## src/rtl/game_state_fsm.sv

```systemverilog
// Game-flow controller for the frogger top level: tracks IDLE/PLAY/DEATH/GAME_OVER,
// remaining lives, the per-life countdown timer, and emits respawn / score-clear pulses.
module game_state_fsm #(
  parameter int unsigned TICK_CYCLES = 25000000,
  parameter int unsigned LEVEL_TIME  = 30,
  parameter int unsigned DEATH_TICKS = 2,
  parameter int unsigned START_LIVES = 3,
  parameter int unsigned WIN_SCORE   = 5
) (
  input  logic       i_Clk,
  input  logic       i_Reset,
  input  logic       i_Start_Btn,
  input  logic       i_Collided,
  input  logic [6:0] i_Score,
  input  logic       i_Home_Reached,
  output logic [1:0] o_Current_State,
  output logic [2:0] o_Lives,
  output logic [5:0] o_Time_Left,
  output logic       o_Respawn,
  output logic       o_Clear_Score,
  output logic       o_Win
);

  typedef enum logic [1:0] {
    IDLE      = 2'b00,
    PLAY      = 2'b01,
    DEATH     = 2'b10,
    GAME_OVER = 2'b11
  } state_t;

  localparam int unsigned   PW         = (TICK_CYCLES > 1) ? $clog2(TICK_CYCLES) : 1;
  localparam logic [PW-1:0] TICK_LAST  = PW'(TICK_CYCLES - 1);
  localparam logic [2:0]    LIVES_INIT = 3'(START_LIVES);
  localparam logic [5:0]    TIME_INIT  = 6'(LEVEL_TIME);
  localparam logic [5:0]    DEATH_INIT = 6'(DEATH_TICKS);
  localparam logic [6:0]    SCORE_WIN  = 7'(WIN_SCORE);

  state_t        state;
  logic [PW-1:0] prescale;
  logic [5:0]    death_cnt;
  logic          start_prev;

  logic start_edge;
  logic tick;
  logic timed_out;
  logic life_lost;
  logic won;

  assign o_Current_State = state;

  // Event decode from current registered state and inputs.
  // A home landing reloads the timer ahead of a coincident tick, so that
  // tick cannot also count as a timeout.
  always_comb begin
    start_edge = i_Start_Btn & ~start_prev;
    tick       = ((state == PLAY) || (state == DEATH)) && (prescale == TICK_LAST);
    timed_out  = tick && (o_Time_Left == 6'd1) && !i_Home_Reached;
    life_lost  = i_Collided || timed_out;
    won        = (i_Score >= SCORE_WIN);
  end

  // Single registered FSM: state, counters and all outputs.
  always_ff @(posedge i_Clk) begin
    if (i_Reset) begin
      state         <= IDLE;
      o_Lives       <= '0;
      o_Time_Left   <= '0;
      o_Respawn     <= 1'b0;
      o_Clear_Score <= 1'b0;
      o_Win         <= 1'b0;
      prescale      <= '0;
      death_cnt     <= '0;
      start_prev    <= 1'b1;
    end else begin
      start_prev    <= i_Start_Btn;
      o_Respawn     <= 1'b0;
      o_Clear_Score <= 1'b0;

      // Prescaler runs only while the game clock matters; transitions below
      // override this with a clear.
      if ((state == PLAY) || (state == DEATH)) begin
        prescale <= tick ? '0 : prescale + 1'b1;
      end else begin
        prescale <= '0;
      end

      case (state)
        IDLE: begin
          if (start_edge) begin
            state         <= PLAY;
            o_Lives       <= LIVES_INIT;
            o_Time_Left   <= TIME_INIT;
            o_Win         <= 1'b0;
            o_Clear_Score <= 1'b1;
            prescale      <= '0;
          end
        end

        PLAY: begin
          if (won) begin
            state    <= GAME_OVER;
            o_Win    <= 1'b1;
            prescale <= '0;
          end else if (life_lost) begin
            prescale <= '0;
            if (timed_out) begin
              o_Time_Left <= '0;
            end
            if (o_Lives > 3'd1) begin
              state     <= DEATH;
              o_Lives   <= o_Lives - 3'd1;
              death_cnt <= DEATH_INIT;
              o_Respawn <= 1'b1;
            end else begin
              state   <= GAME_OVER;
              o_Lives <= '0;
              o_Win   <= 1'b0;
            end
          end else if (i_Home_Reached) begin
            o_Time_Left <= TIME_INIT;
          end else if (tick) begin
            o_Time_Left <= o_Time_Left - 6'd1;
          end
        end

        DEATH: begin
          if (tick) begin
            if (death_cnt <= 6'd1) begin
              state       <= PLAY;
              death_cnt   <= '0;
              o_Time_Left <= TIME_INIT;
              prescale    <= '0;
            end else begin
              death_cnt <= death_cnt - 6'd1;
            end
          end
        end

        GAME_OVER: begin
          if (start_edge) begin
            state    <= IDLE;
            o_Win    <= 1'b0;
            prescale <= '0;
          end
        end

        default: begin
          state    <= IDLE;
          prescale <= '0;
        end
      endcase
    end
  end

endmodule

```

## config.mk

```make
export PLATFORM = sky130hd
export DESIGN_NAME = game_state_fsm
export DESIGN_NICKNAME = d
export VERILOG_FILES = /design/src/rtl/game_state_fsm.sv
export SDC_FILE = /design/constraint.sdc
export NUM_CORES = 1
export LEC_CHECK = 0
export CAP_MARGIN = 25
export CORE_MARGIN = 2
export CORE_UTILIZATION = 30
export DETAILED_ROUTE_END_ITERATION = 10
export PLACE_DENSITY = 0.54
export SETUP_SLACK_MARGIN = 0.2
export SYNTH_ARGS = -nofsm -noshare
export SYNTH_HDL_FRONTEND = slang
export SYNTH_SLANG_ARGS = --single-unit
```

## constraint.sdc

```tcl
create_clock -name i_Clk -period 2.52 [get_ports i_Clk]
set_clock_uncertainty 0.1 [all_clocks]
set_input_delay 0.756 -clock i_Clk [delete_from_list [all_inputs] [get_ports i_Clk]]
set_output_delay 0.756 -clock i_Clk [all_outputs]
set_load 0.03 [all_outputs]
```

==> reports/metrics.yaml <==
grt-ovfl-total: 0
peakVddDrop_uv: 224
power_density_nw_per_um2: 610
synth_common_cells: "48 x nor2_1, 46 x dfxtp_1, 19 x nand2_1, 18 x xor2_1, 17 x nand3_1"
drt_wl_total_um: 6430
grt_usage_pct: 15.1
drv_cap: 0
yosys-top-cells-area: "dfxtp_1 37%, nor2_1 7.3%, xor2_1 6.4%, ha_1 6.1%, nand3_1 3.5%"
cp-endpoint: "o_Lives[2]$_SDFFE_PP0P_"
tightest_slew_ns: 0.503
period_share_pct: 92.7
clkLatencyLatePin_ns: 0.30
fin_util_pct: 42.4
fmax_mhz: 428
worst_slack_ns: 0.183
synth-edff-count: 0
cts_tree: "yes"
rows: 33
post-place-cells: 443
r2r-start: "o_Current_State[1]$_SDFFE_PP0P_"
n_antenna_cell: 0
cp_max_fo: 6
grt_start_max_net_pins: 15
cts_hold_buf: 0
clkSinkCount: 46
wl_met1_um: 2950
reg2reg_slack_ns: 0.18
clockBufferDepth: 2
p_leak_uw: 0.00128
cp.arrival_ns: 2.47
die-area_um2: 8950
route.met2.wl_um: 3160
cts_inserted_buffers: 5
max-slew-margin-rel_pct: 66.1
whs_ns: 0.397
drive_gt1_share_pct: 23.8
ys.flop_type: "dfxtp_1"
synthArstFlopShare_pct: 0
rsz0062_at_grt: "yes"
outcome: "complete, no violations"
ys_seq_elements: 46
grt_pass1_vias: 2303
yosysTopAreaCell: "dfxtp_1"
worstPathRequired_ns: 2.66
syn_area_per_cell_um2: 8.18
drv_slew: 0
hold_depth: 2
startpoint: "o_Current_State[1]$_SDFFE_PP0P_"
stdcell_count: 466
routed_via_density: 5.06
die_y_um: 94.6
antenna_left: 0
drt-pass1-iter-count: 4
vias: 2357
drc_errors: 0
synth.most_common_cell: "nor2_1"
start_util_pct: 30.4
drt_iter0_markers: 132
synthCells: 301
dp_hpwl_um: 4260
pre_cts_slack_ns: -0.357
fin_nets: 384
grt_pass1_wl_um: 10800
hold_viol: 0
critPathKind: "reg2reg"
synth_warnings: 0
clk_pin_slew_ns: 0.08
ios: 26
area_growth_pct: 39.3
ys_seq_area_share_pct: 37.4
syn_nets: 325
setup_viol: 0
synth_top_area_share_pct: 37.4
grt_antenna_before_repair: 0
die_w_um: 94.6
cts_root_buffer: "clkbuf_8"
num-fill-cells: 819
hold_path_class: "reg2reg"
cp-end-kind: "flop"
highest_layer: "met4"
reg2regPathDepth: 8
htreeDepth: 2
syn_area_um2: 2460
worstReg2RegEnd: "o_Lives[2]$_SDFFE_PP0P_"
startpoint_type: "flop"
coreArea_um2: 8090
post-route-min-period_ns: 2.34
gp_congestion: 0.778
synth_cell_types: 48
wl_met3_um: 244
wire_per_inst_um: 13.8
io_buffer_count: 25
worst max-delay path, stage by stage (launching register included):
cell,delay (ns)
dfxtp_4,0.37
inv_4,0.04
ha_4,0.26
nor3b_4,0.23
nand3_4,0.17
o31a_1,0.30
a211o_1,0.28
or4_1,0.40
a21oi_1,0.12
layout by cell type, fill, tap and decap left out, drive strengths merged, types with 4 or more instances in the layout:
cell type and count:
nor2 48, dfxtp 46, buf 32, nand2 19, xor2 18, nand3 17
inv 16, o21ai 15, a21oi 14, clkdlybuf4s50 13, ha 12, nand4 11
clkbuf 8, dlymetal6s2s 7, nor3 6, and3 6, a211oi 5, nand2b 4
or4b 4, xnor2 4, o32ai 4, o31ai 4
how the worst min path moves through the flow:
stage	start	end	slack [ns]
global placement	o_Win$_SDFFE_PP0P_	o_Win$_SDFFE_PP0P_	0.38
CTS	death_cnt[5]$_SDFFE_PP0P_	death_cnt[5]$_SDFFE_PP0P_	0.40
finish	death_cnt[5]$_SDFFE_PP0P_	death_cnt[5]$_SDFFE_PP0P_	0.40
detailed placement	death_cnt[5]$_SDFFE_PP0P_	death_cnt[5]$_SDFFE_PP0P_	0.38
floorplan	prescale[0]$_SDFF_PP0_	prescale[0]$_SDFF_PP0_	0.34
global route	death_cnt[5]$_SDFFE_PP0P_	death_cnt[5]$_SDFFE_PP0P_	0.42
kinds of logic (layout without fill, tap and decap cells):
logic type               count (synthesis)  after routing  share of synthesized area [%]
adder cells (fa/ha/maj)                 12             12                           6.09
AND/OR/NAND/NOR                        137            140                           29.2
multiplexers                             2              2                          0.813
flip-flops                              46             46                           37.4
buffers and inverters                   24             81                           3.66
AO/OA/AOI/OAI                           58             58                           15.0
XOR/XNOR                                22             22                           7.82
metal layers:
layer  GRT usage (%)  up-vias
li1                -     1201
met1            18.8     1114
met2            25.9       35
met3            3.35        7
met4            4.71        0
met5               0        -
per-stage QoR:
step                instance area, um^2  total power, uW  TNS, ns
floorplan                          2550             1300        0
global placement                   3020             1560   -11.48
detailed placement                 3020             1560   -12.27
CTS                                3250             2080        0
global route                       3430             2230        0
finish                             3430             2090        0
timing repair:
item | in CTS | in global routing
endpoints found under the hold margin | 0 | 0
pin swaps | 16 | 22
endpoints found under the setup margin | 43 | 47
resized for setup | 25 | 42
cloned | 2 | 1
setup buffers | 6 | 6
layout make-up:
class / count / area [um^2] / area share [%]
repair buffers: 57 / 504 / 14.7
inverters: 16 / 65.1 / 1.90
well taps: 105 / 131 / 3.83
clock buffers: 6 / 72.6 / 2.12
flip-flops and latches: 46 / 928 / 27.1
multi-input cells: 234 / 1720 / 50.0
clock inverters: 2 / 13.8 / 0.401
state kept, by name (all words and copies together), names as in the netlist:
name	cells
death_cnt	6
o_Time_Left	6
prescale	25
o_Win	1
o_Clear_Score	1
o_Current_State	2
o_Respawn	1
start_prev	1
o_Lives	3
where the power goes:
part	switching (uW)	internal, uW	leakage (uW)
logic	453	362	0.000864
clock network	260	196	0.0000452
registers	45.7	777	0.000374
Power figures use the tool's default switching activity.
